**src/rtl/time_of_day_counter.sv**
```systemverilog
// ----------------------------------------------------------------------------
// time_of_day_counter
//
// Time-of-day counter for the clock datapath. A seconds prescaler divides
// clk by TICK_DIV. A BCD digit chain (ss, mm, hh) advances once per second,
// and the hours and minutes fields can be stepped in set mode.
//
// Ports
//   clk        system clock, rising edge
//   rst_n      asynchronous active-low reset
//   run        1 = timekeeping enabled, 0 = hold all state
//   set_mode   0 run, 1 set hours, 2 set minutes, 3 hold (no field selected)
//   inc_pulse  increment request for the selected field
//   clr_sec    synchronous clear of the seconds and the prescaler
//   sec_ones/sec_tens, min_ones/min_tens, hr_ones/hr_tens   BCD digits
//   sec_tick   one-cycle pulse, high in the first cycle of a new second
//   day_wrap   one-cycle pulse, high in the first cycle of a new day
//   pm         PM indicator (tied to 0 in the 24-hour build)
//
// Build option
//   HOUR12_EN  defined   : 12-hour display (12, 01..11), pm toggles on 11->12
//              undefined : 24-hour display (00..23), pm = 0
// ----------------------------------------------------------------------------
module time_of_day_counter #(
    parameter int unsigned TICK_DIV = 100000000
) (
    input  logic       clk,
    input  logic       rst_n,
    input  logic       run,
    input  logic [1:0] set_mode,
    input  logic       inc_pulse,
    input  logic       clr_sec,
    output logic [3:0] sec_ones,
    output logic [2:0] sec_tens,
    output logic [3:0] min_ones,
    output logic [2:0] min_tens,
    output logic [3:0] hr_ones,
    output logic [1:0] hr_tens,
    output logic       sec_tick,
    output logic       day_wrap,
    output logic       pm
);

    localparam int unsigned   PW         = (TICK_DIV > 2) ? $clog2(TICK_DIV) : 1;
    localparam logic [PW-1:0] PRESC_LOAD = PW'(TICK_DIV - 1);

    localparam logic [1:0] MODE_RUN     = 2'd0;
    localparam logic [1:0] MODE_SET_HR  = 2'd1;
    localparam logic [1:0] MODE_SET_MIN = 2'd2;

`ifdef HOUR12_EN
    localparam logic [1:0] HR_TENS_RST = 2'd1;
    localparam logic [3:0] HR_ONES_RST = 4'd2;
`else
    localparam logic [1:0] HR_TENS_RST = 2'd0;
    localparam logic [3:0] HR_ONES_RST = 4'd0;
`endif

    // Cycles left in the current second; a tick fires on the edge that sees 0.
    logic [PW-1:0] presc_remain, presc_next;
    logic          tick, inc_ok, min_adv, hr_adv;

    logic          sec_ones_wrap, sec_wrap, min_ones_wrap, min_wrap, hr_day_end;
    logic [3:0]    sec_ones_inc, min_ones_inc, hr_ones_inc;
    logic [2:0]    sec_tens_inc, min_tens_inc;
    logic [1:0]    hr_tens_inc;

    logic [3:0]    sec_ones_d, min_ones_d, hr_ones_d;
    logic [2:0]    sec_tens_d, min_tens_d;
    logic [1:0]    hr_tens_d;
    logic          sec_tick_d, day_wrap_d;

`ifdef HOUR12_EN
    logic          pm_q, hr_pm_flip;
`endif

    // Incremented values of each field. The >= compares send any
    // out-of-range digit back to a legal value instead of running past it.
    always_comb begin
        sec_ones_wrap = (sec_ones >= 4'd9);
        sec_wrap      = sec_ones_wrap && (sec_tens >= 3'd5);
        sec_ones_inc  = sec_ones_wrap ? 4'd0 : sec_ones + 4'd1;
        sec_tens_inc  = sec_ones_wrap ? (sec_wrap ? 3'd0 : sec_tens + 3'd1) : sec_tens;

        min_ones_wrap = (min_ones >= 4'd9);
        min_wrap      = min_ones_wrap && (min_tens >= 3'd5);
        min_ones_inc  = min_ones_wrap ? 4'd0 : min_ones + 4'd1;
        min_tens_inc  = min_ones_wrap ? (min_wrap ? 3'd0 : min_tens + 3'd1) : min_tens;

`ifdef HOUR12_EN
        hr_pm_flip  = 1'b0;
        hr_tens_inc = hr_tens;
        hr_ones_inc = hr_ones + 4'd1;
        if ((hr_tens != 2'd0) && (hr_ones >= 4'd2)) begin
            hr_tens_inc = 2'd0;
            hr_ones_inc = 4'd1;
        end else if ((hr_tens != 2'd0) && (hr_ones == 4'd1)) begin
            hr_tens_inc = 2'd1;
            hr_ones_inc = 4'd2;
            hr_pm_flip  = 1'b1;
        end else if (hr_ones >= 4'd9) begin
            hr_tens_inc = 2'd1;
            hr_ones_inc = 4'd0;
        end
        // The day ends when 11 PM rolls over to 12 AM.
        hr_day_end = hr_pm_flip && pm_q;
`else
        hr_day_end  = (hr_tens >= 2'd2) && (hr_ones >= 4'd3);
        hr_tens_inc = hr_tens;
        hr_ones_inc = hr_ones + 4'd1;
        if (hr_day_end) begin
            hr_tens_inc = 2'd0;
            hr_ones_inc = 4'd0;
        end else if (hr_ones >= 4'd9) begin
            hr_tens_inc = hr_tens + 2'd1;
            hr_ones_inc = 4'd0;
        end
`endif
    end

    always_comb begin
        // Any non-run mode parks the prescaler at the start of a second, so a
        // tick and a mode change in the same cycle resolve as if the mode
        // changed first.
        tick    = run && (set_mode == MODE_RUN) && !clr_sec && (presc_remain == '0);
        inc_ok  = run && inc_pulse;
        min_adv = (tick && sec_wrap) || (inc_ok && (set_mode == MODE_SET_MIN));
        hr_adv  = (tick && sec_wrap && min_wrap) || (inc_ok && (set_mode == MODE_SET_HR));

        presc_next = presc_remain;
        if (clr_sec || (set_mode != MODE_RUN) || tick) begin
            presc_next = PRESC_LOAD;
        end else if (run) begin
            presc_next = presc_remain - PW'(1);
        end

        sec_ones_d = sec_ones;
        sec_tens_d = sec_tens;
        if (clr_sec) begin
            sec_ones_d = 4'd0;
            sec_tens_d = 3'd0;
        end else if (tick) begin
            sec_ones_d = sec_ones_inc;
            sec_tens_d = sec_tens_inc;
        end

        min_ones_d = min_adv ? min_ones_inc : min_ones;
        min_tens_d = min_adv ? min_tens_inc : min_tens;
        hr_ones_d  = hr_adv ? hr_ones_inc : hr_ones;
        hr_tens_d  = hr_adv ? hr_tens_inc : hr_tens;

        sec_tick_d = tick;
        day_wrap_d = tick && sec_wrap && min_wrap && hr_day_end;
    end

    always_ff @(posedge clk or negedge rst_n) begin
        if (!rst_n) begin
            presc_remain <= PRESC_LOAD;
            sec_ones     <= 4'd0;
            sec_tens     <= 3'd0;
            min_ones     <= 4'd0;
            min_tens     <= 3'd0;
            hr_ones      <= HR_ONES_RST;
            hr_tens      <= HR_TENS_RST;
            sec_tick     <= 1'b0;
            day_wrap     <= 1'b0;
        end else begin
            presc_remain <= presc_next;
            sec_ones     <= sec_ones_d;
            sec_tens     <= sec_tens_d;
            min_ones     <= min_ones_d;
            min_tens     <= min_tens_d;
            hr_ones      <= hr_ones_d;
            hr_tens      <= hr_tens_d;
            sec_tick     <= sec_tick_d;
            day_wrap     <= day_wrap_d;
        end
    end

`ifdef HOUR12_EN
    always_ff @(posedge clk or negedge rst_n) begin
        if (!rst_n) begin
            pm_q <= 1'b0;
        end else if (hr_adv && hr_pm_flip) begin
            pm_q <= !pm_q;
        end
    end

    assign pm = pm_q;
`else
    assign pm = 1'b0;
`endif

endmodule

```
**config.mk**
```make
export PLATFORM = sky130hd
export DESIGN_NAME = time_of_day_counter
export DESIGN_NICKNAME = d
export VERILOG_FILES = /design/src/rtl/time_of_day_counter.sv
export SDC_FILE = /design/constraint.sdc
export NUM_CORES = 1
export LEC_CHECK = 0
export CORE_ASPECT_RATIO = 0.75
export CORE_MARGIN = 4
export CORE_UTILIZATION = 34
export DETAILED_ROUTE_END_ITERATION = 10
export PLACE_DENSITY = 0.56
export SLEW_MARGIN = 0
export SYNTH_ARGS = -nofsm -noshare
export SYNTH_HDL_FRONTEND = slang
export SYNTH_SLANG_ARGS = --single-unit
```
**constraint.sdc**
```tcl
create_clock -name clk -period 3.15 [get_ports clk]
set_clock_uncertainty 0.1 [all_clocks]
set_input_delay 0.63 -clock clk [delete_from_list [all_inputs] [get_ports clk]]
set_output_delay 0.63 -clock clk [all_outputs]
set_load 0.01 [all_outputs]
```
==> results of run 1 <==
[how the worst max path moves through the flow]
stage,start,end,slack [ns],cells past startpoint
final,run,hr_ones[2],0.45,7
after CTS,run,hr_tens[0],0.42,6
after global placement,run,hr_ones[2],0.20,7
after floorplan,run,hr_tens[1],0.63,7
after global routing,run,hr_ones[2],0.23,7
after detailed placement,run,hr_ones[2],0.1,7
[metal layers]
metal | vias up | wire length (um)
met2 | 22 | 2463
met1 | 992 | 3108
li1 | 1064 | -
met5 | - | 0
met3 | 4 | 192
met4 | 0 | 50
[worst max-delay path, cell delays in order]
cell and delay [ns]:
clkdlybuf4s50_1 0.65, nand2_1 0.19, nor4_4 0.34, nand4_1 0.16, o31a_1 0.47, nand2b_1 0.21
o21ai_0 0.17
[cell usage in the layout (no fill, tap or decap), types with 2 or more instances in the layout]
| master | netlist | final |
|---|---|---|
| xnor2_1 | 13 | 13 |
| o21a_1 | 3 | 3 |
| dfrtp_1 | 30 | 30 |
| clkbuf_8 | 0 | 6 |
| nand4_1 | 6 | 6 |
| o31ai_1 | 3 | 3 |
| clkdlybuf4s50_1 | 0 | 27 |
| buf_4 | 1 | 7 |
| inv_1 | 13 | 13 |
| a21oi_1 | 10 | 10 |
| o41ai_1 | 2 | 2 |
| and3_1 | 2 | 2 |
| and2_1 | 2 | 2 |
| ha_1 | 15 | 15 |
| dfstp_2 | 19 | 19 |
| nand3_1 | 12 | 12 |
| nor2b_1 | 2 | 2 |
| nand2_1 | 36 | 36 |
| nor2_1 | 26 | 26 |
| or3_1 | 8 | 8 |
| o21ai_0 | 20 | 20 |
| or3b_2 | 2 | 2 |
| o21ai_1 | 2 | 2 |
| nand2b_1 | 6 | 6 |
| nor4_1 | 8 | 8 |
| xor2_1 | 9 | 9 |
| o31a_1 | 2 | 2 |
| nor3_1 | 12 | 12 |
[through the flow]
step | total power, uW | std cells | utilization | hold WS (ns) | setup slack (ns)
after floorplan | 867.2 | 285 | - | 0.2344 | 0.6340
after global placement | 1005 | 415 | 0.4131 | 0.4123 | 0.1978
after detailed placement | 1011 | 415 | 0.4131 | 0.3989 | 0.09711
after CTS | 1492 | 423 | 0.4290 | 0.3410 | 0.4245
after global routing | 1562 | 423 | 0.4290 | 0.3730 | 0.2327
final | 1473 | 423 | 0.4290 | 0.3185 | 0.4488
[kinds of logic (layout without fill, tap and decap cells)]
logic type,Yosys count,count (layout)
XOR/XNOR,22,22
multiplexers,1,1
AND/OR/NAND/NOR,131,131
buffers and inverters,19,56
AO/OA/AOI/OAI,47,47
adder cells (fa/ha/maj),15,15
flip-flops,49,49
other,1,1
[flip-flops by register name (all words and copies together) (netlist names)]
signal        flops
hr_ones           4
hr_tens           2
sec_tens          3
sec_tick          1
min_ones          4
presc_remain     27
min_tens          3
sec_ones          4
day_wrap          1
[power breakdown]
part | switching, uW | leakage (uW) | internal [uW]
logic | 128 | 0.000565 | 137
clock network | 218 | 0.0000574 | 258
registers | 60.3 | 0.000610 | 671
[layout make-up]
cell class,count,share of cell area
multi-input combinational,217,0.4204
sequential,49,0.3868
timing repair buffer,35,0.1014
tap,101,0.03910
clock buffer,6,0.02555
inverter,13,0.01510
clock inverter,2,0.01161
==> flow_summary.html, run 1 <==
<table>
<tr><th>Metric</th><th>Value</th></tr>
<tr><th colspan="2">Drt</th></tr>
<tr><td>Number of detailed-route iterations in the first pass</td><td>4</td></tr>
<tr><td>First-iteration detailed-routing DRC count</td><td>96</td></tr>
<tr><td>Post-route DRC violation count</td><td>0</td></tr>
<tr><td>Per-cell routed wire length</td><td>13.74 um</td></tr>
<tr><td>Final Routed Wirelength</td><td>5.814 mm</td></tr>
<tr><td>Antenna-violating nets left</td><td>0</td></tr>
<tr><td>Via density per instance</td><td>4.922</td></tr>
<tr><td>Via total after detailed routing</td><td>2082</td></tr>
<tr><th colspan="2">Setup path</th></tr>
<tr><td>Number of cell instances on the worst register-to-register path</td><td>6</td></tr>
<tr><td>Max FO, Critical Path</td><td>11</td></tr>
<tr><td>Worst Setup End Kind</td><td>register</td></tr>
<tr><td>Start-to-end type of the worst setup path</td><td>input pin to register</td></tr>
<tr><td>Endpoint of the worst register-to-register path</td><td>hr_ones[2]</td></tr>
<tr><td>Worst endpoint required time</td><td>3.27 ns</td></tr>
<tr><td>Kind of start point of the critical path</td><td>input pin</td></tr>
<tr><td>Reg2reg setup slack</td><td>0.61 ns</td></tr>
<tr><td>Reg2Reg Launch Point</td><td>presc_remain[12]</td></tr>
<tr><td>Worst Path Arrival</td><td>2.82 ns</td></tr>
<tr><th colspan="2">Die</th></tr>
<tr><td>Floorplan die height</td><td>85.05 um</td></tr>
<tr><td>Number of core rows</td><td>27</td></tr>
<tr><td>Top Ports</td><td>30</td></tr>
<tr><td>Core region area</td><td>7533 um2</td></tr>
<tr><td>Effective utilization at floorplan</td><td>0.3572</td></tr>
<tr><td>Die X</td><td>110.7 um</td></tr>
<tr><td>Die Outline Area</td><td>9418 um2</td></tr>
<tr><th colspan="2">Global route</th></tr>
<tr><td>Global-route wire length before repair</td><td>10.47 mm</td></tr>
<tr><td>Busiest layer in global routing</td><td>met1</td></tr>
<tr><td>Initial antenna violation count</td><td>0</td></tr>
<tr><td>Global-route track usage on met3</td><td>0.02922</td></tr>
<tr><td>Global Route met2 Usage</td><td>0.1944</td></tr>
<tr><td>Overall routing resource usage</td><td>0.1340</td></tr>
<tr><td>Maximum number of pins on one net before global-route repair</td><td>50</td></tr>
<tr><td>Total congestion overflow after global routing</td><td>0</td></tr>
<tr><td>Met1 layer usage reported by global route</td><td>0.1988</td></tr>
<tr><td>Vias in the first global route</td><td>2101</td></tr>
<tr><th colspan="2">Placed design</th></tr>
<tr><td>Post-detail-place hpwl</td><td>4.225 mm</td></tr>
<tr><td>Cell area after placement</td><td>3112 um2</td></tr>
<tr><td>Weighted congestion reported at the end of routability-driven placement</td><td>0.7701</td></tr>
<tr><td>I/O Buffers</td><td>28</td></tr>
<tr><th colspan="2">Clock network</th></tr>
<tr><td>Cts repair resizes</td><td>0</td></tr>
<tr><td>Clock latency reported for the late side of the worst-skew pair</td><td>0.31 ns</td></tr>
<tr><td>Clock transition at the registers of the reported paths</td><td>0.09 ns</td></tr>
<tr><td>Number of buffers between clock root and the deepest sink</td><td>2</td></tr>
<tr><td>CTS Hold Buffers Added</td><td>0</td></tr>
<tr><td>Count of H-tree levels built during CTS</td><td>2</td></tr>
<tr><td>Total CTS buffers</td><td>5</td></tr>
<tr><td>Cell chosen for the clock root</td><td>clkbuf_8</td></tr>
<tr><td>Setup repair bufs after CTS</td><td>0</td></tr>
<tr><td>TritonCTS clock tree</td><td>done</td></tr>
<tr><td>Sink count of the clock tree</td><td>49</td></tr>
<tr><th colspan="2">Cells and area</th></tr>
<tr><td>Diode count</td><td>0</td></tr>
<tr><td>Filler Cells Inserted</td><td>729</td></tr>
<tr><td>Area growth from synthesis to final layout</td><td>20.08%</td></tr>
<tr><td>Fraction of layout cells with a size suffix above 1</td><td>0.1242</td></tr>
<tr><td>Final layout net count</td><td>343</td></tr>
<tr><td>Area of the multi-input gates</td><td>1359 um2</td></tr>
<tr><td>Design Area, Final</td><td>3232 um2</td></tr>
<tr><td>Register Area</td><td>1250 um2</td></tr>
<tr><th colspan="2">Synthesis</th></tr>
<tr><td>Flip-flop and latch count after synthesis</td><td>49</td></tr>
<tr><td>Syn nets</td><td>307</td></tr>
<tr><td>Cell type contributing the most total cell area after synthesis</td><td>dfrtp_1</td></tr>
<tr><td>Distinct cells, synth</td><td>44</td></tr>
<tr><td>Average cell area after synthesis</td><td>9.443 um2</td></tr>
<tr><td>Top post-synthesis cells by count</td><td>nand2_1, dfrtp_1, nor2_1</td></tr>
<tr><td>Simple-gate area share of the yosys netlist</td><td>0.2510</td></tr>
<tr><td>Cell types with the largest area share after synthesis</td><td>dfrtp_1, dfstp_2, ha_1</td></tr>
<tr><td>Synth top area share</td><td>0.2789</td></tr>
<tr><td>Fraction of registers with async set/reset</td><td>1.000</td></tr>
<tr><td>Combinational family with the most area after synthesis</td><td>simple AND/OR/NAND/NOR gates</td></tr>
<tr><td>Number of standard cells after synthesis</td><td>285</td></tr>
<tr><td>Share of cell area taken by muxes after synthesis</td><td>0.003719</td></tr>
<tr><td>Most common cell in the synthesized netlist</td><td>nand2_1</td></tr>
<tr><td>Compound-Gate Fraction of Synth Area</td><td>0.1074</td></tr>
<tr><td>Count of flip-flops with a built-in enable after synthesis</td><td>0</td></tr>
<tr><td>Adder and majority gate portion of the synthesized area</td><td>0.06974</td></tr>
<tr><td>Post-synthesis sequential area ratio</td><td>0.4644</td></tr>
<tr><td>Area of the mapped netlist</td><td>2691 um2</td></tr>
<tr><td>Post-synthesis share of cell area spent on xor and xnor gates</td><td>0.07159</td></tr>
<tr><td>Most used flip-flop cell after synthesis</td><td>dfrtp_1</td></tr>
<tr><td>Count of synthesis-stage warnings from yosys</td><td>0</td></tr>
<tr><th colspan="2">Flow run</th></tr>
<tr><td>Maxcap violations</td><td>0</td></tr>
<tr><th colspan="2">STA</th></tr>
<tr><td>Slew Limit Headroom</td><td>0.4828</td></tr>
<tr><td>Maximum frequency from static timing analysis</td><td>370.2 MHz</td></tr>
<tr><td>Minimum clock period after layout</td><td>2.701 ns</td></tr>
<tr><td>Final hold vios</td><td>0</td></tr>
<tr><td>Number of max-slew violations in the final report</td><td>0</td></tr>
<tr><td>Final Cycle Share</td><td>0.8575</td></tr>
<tr><td>Final number of setup-violating endpoints</td><td>0</td></tr>
<tr><td>Transition time at the pin with the least slew margin</td><td>0.7758 ns</td></tr>
<tr><td>Post-route setup TNS</td><td>0 ns</td></tr>
<tr><td>Setup repair after global routing missed its margin</td><td>no</td></tr>
<tr><th colspan="2">Pwr</th></tr>
<tr><td>Total power divided by cell area</td><td>455.8 nW/um2</td></tr>
<tr><td>VDD IR-drop max</td><td>0.2141 mV</td></tr>
<tr><td>Leakage component of the power</td><td>0.001233 uW</td></tr>
<tr><th colspan="2">Run status</th></tr>
<tr><td>Status</td><td>complete, no violations</td></tr>
<tr><th colspan="2">Hold path</th></tr>
<tr><td>Tightest Hold Check Type</td><td>input pin to asynchronous set/reset pin</td></tr>
</table>
Power figures use the tool's default switching activity.
==> run 2, diff against run 1 <==
--- a/config.mk
+++ b/config.mk
@@ -5,11 +5,13 @@
 export SDC_FILE = /design/constraint.sdc
 export NUM_CORES = 1
 export LEC_CHECK = 0
+export ABC_AREA = 1
+export CAP_MARGIN = 20
 export CORE_ASPECT_RATIO = 0.75
 export CORE_MARGIN = 4
 export CORE_UTILIZATION = 34
 export DETAILED_ROUTE_END_ITERATION = 10
-export PLACE_DENSITY = 0.56
+export PLACE_DENSITY = 0.55
 export SLEW_MARGIN = 0
 export SYNTH_ARGS = -nofsm -noshare
 export SYNTH_HDL_FRONTEND = slang
==> run 2 against run 1 <==
  * Register-to-register slack better by 0.39 ns
  * Sequential cell count unchanged
  * Critical path depth up 1
  * Core utilization down 1.3 points
  * Routed wire length up 10%
  * Count of clock-buffer cells in the layout up 1
  * Die area up 10%
  * Global-route usage down 0.19 points
  * Worst setup slack better by 0.31 ns
==> flow_summary.html, run 2 <==
<table>
<tr><th>Metric</th><th>Value</th></tr>
<tr><th colspan="2">Run status</th></tr>
<tr><td>Status</td><td>complete, no violations</td></tr>
<tr><th colspan="2">Pwr</th></tr>
<tr><td>Total power divided by cell area</td><td>496.8 nW/um2</td></tr>
<tr><td>VDD IR-drop max</td><td>0.2953 mV</td></tr>
<tr><td>Leakage component of the power</td><td>0.001726 uW</td></tr>
<tr><th colspan="2">Setup path</th></tr>
<tr><td>Worst Path Arrival</td><td>2.51 ns</td></tr>
<tr><td>Worst endpoint required time</td><td>3.27 ns</td></tr>
<tr><td>Worst Setup End Kind</td><td>register</td></tr>
<tr><td>Start-to-end type of the worst setup path</td><td>input pin to register</td></tr>
<tr><td>Kind of start point of the critical path</td><td>input pin</td></tr>
<tr><td>Max FO, Critical Path</td><td>13</td></tr>
<tr><th colspan="2">STA</th></tr>
<tr><td>Minimum clock period after layout</td><td>2.387 ns</td></tr>
<tr><td>Transition time at the pin with the least slew margin</td><td>0.6649 ns</td></tr>
<tr><td>Maximum frequency from static timing analysis</td><td>418.9 MHz</td></tr>
<tr><td>Final number of setup-violating endpoints</td><td>0</td></tr>
<tr><td>Number of max-slew violations in the final report</td><td>0</td></tr>
<tr><td>Final hold vios</td><td>0</td></tr>
<tr><td>Setup repair after global routing missed its margin</td><td>no</td></tr>
<tr><td>Final Cycle Share</td><td>0.7579</td></tr>
<tr><td>Slew Limit Headroom</td><td>0.5567</td></tr>
<tr><td>Post-route setup TNS</td><td>0 ns</td></tr>
<tr><th colspan="2">Synthesis</th></tr>
<tr><td>Area of the mapped netlist</td><td>2997 um2</td></tr>
<tr><td>Most used flip-flop cell after synthesis</td><td>dfrtp_1</td></tr>
<tr><td>Post-synthesis sequential area ratio</td><td>0.4171</td></tr>
<tr><td>Count of flip-flops with a built-in enable after synthesis</td><td>0</td></tr>
<tr><td>Syn nets</td><td>403</td></tr>
<tr><td>Fraction of registers with async set/reset</td><td>1.000</td></tr>
<tr><td>Number of standard cells after synthesis</td><td>381</td></tr>
<tr><td>Flip-flop and latch count after synthesis</td><td>49</td></tr>
<tr><td>Top post-synthesis cells by count</td><td>nand2_1, inv_1, nor2_1</td></tr>
<tr><td>Synth top area share</td><td>0.2505</td></tr>
<tr><td>Average cell area after synthesis</td><td>7.865 um2</td></tr>
<tr><td>Distinct cells, synth</td><td>32</td></tr>
<tr><td>Most common cell in the synthesized netlist</td><td>nand2_1</td></tr>
<tr><td>Cell types with the largest area share after synthesis</td><td>dfrtp_1, dfstp_2, nand2_1</td></tr>
<tr><td>Cell type contributing the most total cell area after synthesis</td><td>dfrtp_1</td></tr>
<tr><td>Count of synthesis-stage warnings from yosys</td><td>0</td></tr>
<tr><th colspan="2">Drt</th></tr>
<tr><td>Per-cell routed wire length</td><td>12.27 um</td></tr>
<tr><td>First-iteration detailed-routing DRC count</td><td>91</td></tr>
<tr><td>Via total after detailed routing</td><td>2447</td></tr>
<tr><td>Final Routed Wirelength</td><td>6.417 mm</td></tr>
<tr><td>Number of detailed-route iterations in the first pass</td><td>5</td></tr>
<tr><td>Antenna-violating nets left</td><td>0</td></tr>
<tr><td>Via density per instance</td><td>4.679</td></tr>
<tr><td>Post-route DRC violation count</td><td>0</td></tr>
<tr><th colspan="2">Clock network</th></tr>
<tr><td>Cts repair resizes</td><td>0</td></tr>
<tr><td>Setup repair bufs after CTS</td><td>0</td></tr>
<tr><td>Clock transition at the registers of the reported paths</td><td>0.07 ns</td></tr>
<tr><td>Number of buffers between clock root and the deepest sink</td><td>2</td></tr>
<tr><td>Sink count of the clock tree</td><td>49</td></tr>
<tr><td>Count of H-tree levels built during CTS</td><td>2</td></tr>
<tr><td>CTS Hold Buffers Added</td><td>0</td></tr>
<tr><td>TritonCTS clock tree</td><td>done</td></tr>
<tr><td>Clock latency reported for the late side of the worst-skew pair</td><td>0.28 ns</td></tr>
<tr><td>Cell chosen for the clock root</td><td>clkbuf_16</td></tr>
<tr><td>Total CTS buffers</td><td>5</td></tr>
<tr><th colspan="2">Placed design</th></tr>
<tr><td>Weighted congestion reported at the end of routability-driven placement</td><td>0.8736</td></tr>
<tr><td>Post-Place Cells</td><td>515</td></tr>
<tr><td>Cell area after placement</td><td>3412 um2</td></tr>
<tr><td>I/O Buffers</td><td>28</td></tr>
<tr><td>Post-detail-place hpwl</td><td>4.993 mm</td></tr>
<tr><th colspan="2">Global route</th></tr>
<tr><td>Maximum number of pins on one net before global-route repair</td><td>28</td></tr>
<tr><td>Initial antenna violation count</td><td>0</td></tr>
<tr><td>Total congestion overflow after global routing</td><td>0</td></tr>
<tr><td>Overall routing resource usage</td><td>0.1320</td></tr>
<tr><td>Global-route wire length before repair</td><td>11.04 mm</td></tr>
<tr><td>Vias in the first global route</td><td>2306</td></tr>
<tr><th colspan="2">Cells and area</th></tr>
<tr><td>Leading cell type in the layout, fill and taps excluded</td><td>nand2_1</td></tr>
<tr><td>Final layout net count</td><td>436</td></tr>
<tr><td>Filler Cells Inserted</td><td>855</td></tr>
<tr><td>Design Area, Final</td><td>3550 um2</td></tr>
<tr><td>Area growth from synthesis to final layout</td><td>18.45%</td></tr>
<tr><td>Final non-filler cell total</td><td>523</td></tr>
<tr><td>Leading cell types in the layout, fill and taps excluded</td><td>nand2_1, inv_1, nor2_1, nand3_1, dfrtp_1</td></tr>
<tr><td>Diode count</td><td>0</td></tr>
<tr><td>Max FFs per register</td><td>27</td></tr>
<tr><td>Fraction of layout cells with a size suffix above 1</td><td>0.1566</td></tr>
<tr><td>Most flops, register</td><td>presc_remain</td></tr>
<tr><th colspan="2">Die</th></tr>
<tr><td>Effective utilization at floorplan</td><td>0.3514</td></tr>
<tr><td>Number of core rows</td><td>29</td></tr>
<tr><td>Die Outline Area</td><td>10400 um2</td></tr>
<tr><td>Floorplan die height</td><td>89.31 um</td></tr>
<tr><td>Core region area</td><td>8527 um2</td></tr>
<tr><td>Die X</td><td>116.4 um</td></tr>
<tr><td>Top Ports</td><td>30</td></tr>
<tr><th colspan="2">Flow run</th></tr>
<tr><td>Maxcap violations</td><td>0</td></tr>
<tr><th colspan="2">Hold path</th></tr>
<tr><td>Tightest Hold Check Type</td><td>input pin to asynchronous set/reset pin</td></tr>
</table>
==> run 2: per-stage QoR <==
stage	util	worst slack [ns]	hold WS [ns]	total power (uW)
after floorplan	-	1.303	0.2344	1045
after global placement	0.4001	0.5663	0.3546	1256
after detailed placement	0.4001	0.4894	0.3586	1264
after CTS	0.4163	0.7846	0.3161	1790
after global routing	0.4163	0.6431	0.3340	1895
final	0.4163	0.7625	0.2799	1764
==> run 2: power by group <==
part	internal, uW	leakage (uW)	switching, uW
Sequential	695	0.000607	87.0
Clock	294	0.0000679	221
Combinational	222	0.00105	246
==> run 2: cell type report <==
class                      instances  area (um2)  area share
tap                              108       135.1     0.03807
inverter                          52       195.2     0.05499
clock inverter                     1       5.005    0.001410
multi-input combinational        276        1529      0.4307
clock buffer                       7       132.6     0.03736
sequential                        49        1250      0.3521
timing repair buffer              30       302.8     0.08530
==> run 2: worst max-delay path, stage by stage <==
cell             delay (ns)
clkdlybuf4s50_1        0.57
inv_2                  0.10
nand4_1                0.39
inv_1                  0.18
nor2_1                 0.20
nand2_1                0.09
or2_2                  0.28
nand3_1                0.07
==> run 2: cells by family after synthesis <==
kind of cell             count (synthesis)  share of synthesized area
AO/OA/AOI/OAI                           41                    0.07933
other                                    1                   0.001251
XOR/XNOR                                 8                    0.02338
adder cells (fa/ha/maj)                 15                    0.06263
AND/OR/NAND/NOR                        211                     0.3436
flip-flops                              49                     0.4171
buffers and inverters                   56                    0.07265
==> run 2: final timing paths <==
check / end / start / slack, ns / cells past startpoint
setup / recovery: presc_remain[20] / run / 0.76 / 8
hold reg to reg: presc_remain[26] / presc_remain[26] / 0.37 / 2
hold / removal: min_tens[2] / rst_n / 0.28 / 1
min in group clk: presc_remain[26] / presc_remain[26] / 0.37 / 2
setup reg to reg: presc_remain[19] / presc_remain[0] / 1.00 / 10
max in group asynchronous: presc_remain[20] / rst_n / 2.04 / 2
==> run 2: metal layers <==
layer | vias to the layer above | share of wire | global-route usage | wire length [um]
met5 | - | 0 | 0 | 0
met4 | 0 | 0.012 | 0.03161 | 80
met3 | 7 | 0.025 | 0.02571 | 163
met2 | 35 | 0.41 | 0.1895 | 2636
met1 | 1118 | 0.55 | 0.2029 | 3538
li1 | 1287 | - | - | -
==> run 3, diff against run 2 <==
==> constraint.sdc (replaced) <==
create_clock -name clk -period 2.23 [get_ports clk]
set_clock_uncertainty 0.1 [all_clocks]
set_input_delay 0.446 -clock clk [delete_from_list [all_inputs] [get_ports clk]]
set_output_delay 0.446 -clock clk [all_outputs]
set_load 0.01 [all_outputs]
==> run 3 against run 2 <==
  * Sequential power increased by 41%
  * Critical path depth up 2
  * Clock power grew 49%
  * Count of clock-buffer cells in the layout grew 1
  * Highest routed layer unchanged
==> flow_summary.html, run 3 (synthesized netlist as in run 2, its figures left out) <==
<table>
<tr><th>Metric</th><th>Value</th></tr>
<tr><th colspan="2">Cells and area</th></tr>
<tr><td>Diode count</td><td>0</td></tr>
<tr><td>Area growth from synthesis to final layout</td><td>21.59%</td></tr>
<tr><td>Leading cell type in the layout, fill and taps excluded</td><td>nand2_1</td></tr>
<tr><td>Fraction of layout cells with a size suffix above 1</td><td>0.1822</td></tr>
<tr><td>Max FFs per register</td><td>27</td></tr>
<tr><td>Leading cell types in the layout, fill and taps excluded</td><td>nand2_1, inv_1, nor2_1, nand3_1, dfrtp_1</td></tr>
<tr><td>Most flops, register</td><td>presc_remain</td></tr>
<tr><td>Final layout net count</td><td>449</td></tr>
<tr><td>Filler Cells Inserted</td><td>842</td></tr>
<tr><td>Design Area, Final</td><td>3643 um2</td></tr>
<tr><td>Register Area</td><td>1250 um2</td></tr>
<tr><td>Area of the multi-input gates</td><td>1529 um2</td></tr>
<tr><th colspan="2">STA</th></tr>
<tr><td>Transition time at the pin with the least slew margin</td><td>0.6468 ns</td></tr>
<tr><td>Number of max-slew violations in the final report</td><td>0</td></tr>
<tr><td>Worst hold slack across all endpoints</td><td>0.1616 ns</td></tr>
<tr><td>Final hold vios</td><td>0</td></tr>
<tr><td>Final critical-path setup slack</td><td>0.1775 ns</td></tr>
<tr><td>Final number of setup-violating endpoints</td><td>0</td></tr>
<tr><td>Slew Limit Headroom</td><td>0.5688</td></tr>
<tr><td>Minimum clock period after layout</td><td>2.053 ns</td></tr>
<tr><td>Setup repair after global routing missed its margin</td><td>no</td></tr>
<tr><td>Post-route setup TNS</td><td>0 ns</td></tr>
<tr><td>Maximum frequency from static timing analysis</td><td>487.2 MHz</td></tr>
<tr><td>Final Cycle Share</td><td>0.9204</td></tr>
<tr><th colspan="2">Die</th></tr>
<tr><td>Floorplan die height</td><td>89.31 um</td></tr>
<tr><td>Core region area</td><td>8527 um2</td></tr>
<tr><td>Number of core rows</td><td>29</td></tr>
<tr><td>Top Ports</td><td>30</td></tr>
<tr><td>Die Outline Area</td><td>10400 um2</td></tr>
<tr><td>Effective utilization at floorplan</td><td>0.3514</td></tr>
<tr><td>Die X</td><td>116.4 um</td></tr>
<tr><th colspan="2">Drt</th></tr>
<tr><td>Via total after detailed routing</td><td>2465</td></tr>
<tr><td>Antenna-violating nets left</td><td>0</td></tr>
<tr><td>Final Routed Wirelength</td><td>6.568 mm</td></tr>
<tr><td>Per-cell routed wire length</td><td>12.25 um</td></tr>
<tr><td>Post-route DRC violation count</td><td>0</td></tr>
<tr><td>Number of detailed-route iterations in the first pass</td><td>4</td></tr>
<tr><td>Via density per instance</td><td>4.599</td></tr>
<tr><td>First-iteration detailed-routing DRC count</td><td>131</td></tr>
<tr><th colspan="2">Setup path</th></tr>
<tr><td>Kind of start point of the critical path</td><td>register</td></tr>
<tr><td>Slowest stage delay, CP</td><td>0.53 ns</td></tr>
<tr><td>Max FO, Critical Path</td><td>14</td></tr>
<tr><td>Top delay family on crit path</td><td>simple AND/OR/NAND/NOR gates</td></tr>
<tr><td>Worst Setup End Kind</td><td>register</td></tr>
<tr><td>Sum of buffers and inverters on the critical path</td><td>2</td></tr>
<tr><td>Start-to-end type of the worst setup path</td><td>register to register</td></tr>
<tr><td>WP depth</td><td>10</td></tr>
<tr><td>Number of cell instances on the worst register-to-register path</td><td>10</td></tr>
<tr><td>Max stage delay cell, worst path</td><td>dfstp_2</td></tr>
<tr><td>Worst path cell trace</td><td>inv_1, ha_1, nand2_2, nor2_8, nand2_4, nor2_8, nor2_4, buf_4, nand2_1, nor2_1</td></tr>
<tr><td>Worst endpoint required time</td><td>2.35 ns</td></tr>
<tr><td>Worst Path Arrival</td><td>2.17 ns</td></tr>
<tr><td>Crit path top cell by count</td><td>nor2_8</td></tr>
<tr><th colspan="2">Placed design</th></tr>
<tr><td>I/O Buffers</td><td>28</td></tr>
<tr><td>Setup Slack @ Placement</td><td>0.03436 ns</td></tr>
<tr><td>Post-detail-place hpwl</td><td>4.966 mm</td></tr>
<tr><td>Weighted congestion reported at the end of routability-driven placement</td><td>0.8502</td></tr>
<tr><td>Cell area after placement</td><td>3497 um2</td></tr>
<tr><th colspan="2">Global route</th></tr>
<tr><td>Initial antenna violation count</td><td>0</td></tr>
<tr><td>Overall routing resource usage</td><td>0.1376</td></tr>
<tr><td>Maximum number of pins on one net before global-route repair</td><td>50</td></tr>
<tr><td>Vias in the first global route</td><td>2334</td></tr>
<tr><td>Total congestion overflow after global routing</td><td>0</td></tr>
<tr><td>Global-route wire length before repair</td><td>11.32 mm</td></tr>
<tr><th colspan="2">Clock network</th></tr>
<tr><td>Cts repair resizes</td><td>0</td></tr>
<tr><td>Count of H-tree levels built during CTS</td><td>2</td></tr>
<tr><td>Clock latency reported for the late side of the worst-skew pair</td><td>0.29 ns</td></tr>
<tr><td>TritonCTS clock tree</td><td>done</td></tr>
<tr><td>Sink count of the clock tree</td><td>49</td></tr>
<tr><td>Clock transition at the registers of the reported paths</td><td>0.07 ns</td></tr>
<tr><td>Number of buffers between clock root and the deepest sink</td><td>2</td></tr>
<tr><td>Total CTS buffers</td><td>5</td></tr>
<tr><td>Setup repair bufs after CTS</td><td>0</td></tr>
<tr><td>CTS Hold Buffers Added</td><td>0</td></tr>
<tr><td>Cell chosen for the clock root</td><td>clkbuf_16</td></tr>
<tr><th colspan="2">Run status</th></tr>
<tr><td>Status</td><td>complete, no violations</td></tr>
<tr><th colspan="2">Pwr</th></tr>
<tr><td>Total power divided by cell area</td><td>696.7 nW/um2</td></tr>
<tr><td>VDD IR-drop max</td><td>0.4444 mV</td></tr>
<tr><td>Final total power</td><td>2538 uW</td></tr>
<tr><td>Leakage component of the power</td><td>0.001789 uW</td></tr>
<tr><th colspan="2">Hold path</th></tr>
<tr><td>Tightest Hold Check Type</td><td>input pin to asynchronous set/reset pin</td></tr>
<tr><th colspan="2">Flow run</th></tr>
<tr><td>Maxcap violations</td><td>0</td></tr>
</table>
-- run 3: cell types whose count changed in the layout (fill, tap and decap cells not counted), sizes merged --
cell / previous run / this run
clkinv: 1 / 0
buf: 3 / 16
clkbuf: 7 / 8
-- run 3: metrics by stage --
stage / cells / util
after floorplan: 381 / -
after global placement: 528 / 0.4101
after detailed placement: 528 / 0.4101
after CTS: 536 / 0.4273
after global routing: 536 / 0.4273
final: 536 / 0.4273
-- run 3: path summary, 6_finish.rpt --
check                                      start                to  slack [ns]
worst max-delay path             presc_remain[0]  presc_remain[17]        0.18
max in group asynchronous                  rst_n       sec_ones[2]        1.42
worst min-delay path                       rst_n       min_ones[0]        0.16
worst min register to register  presc_remain[26]  presc_remain[26]        0.37
worst max register to register   presc_remain[0]  presc_remain[17]        0.18
min in group clk                presc_remain[26]  presc_remain[26]        0.37
-- run 3: routing by layer --
metal | track usage | vias to the layer above | wire length [um] | part of all wire
li1 | - | 1308 | - | -
met4 | 0.03477 | 0 | 66 | 0.010
met5 | 0 | - | 0 | 0
met2 | 0.1906 | 36 | 2691 | 0.41
met1 | 0.2125 | 1116 | 3551 | 0.54
met3 | 0.03315 | 5 | 257 | 0.039
-- run 3: report_power, final --
group          switching (uW)  internal [uW]
Combinational             350            320
Clock                     318            448
Sequential                121            981
-- run 3: final cells by class --
type | instances | share of cell area
multi-input cells | 276 | 0.4196
inverters | 52 | 0.05357
repair buffers | 43 | 0.1065
well taps | 108 | 0.03709
clock buffers | 8 | 0.04018
flip-flops and latches | 49 | 0.3431
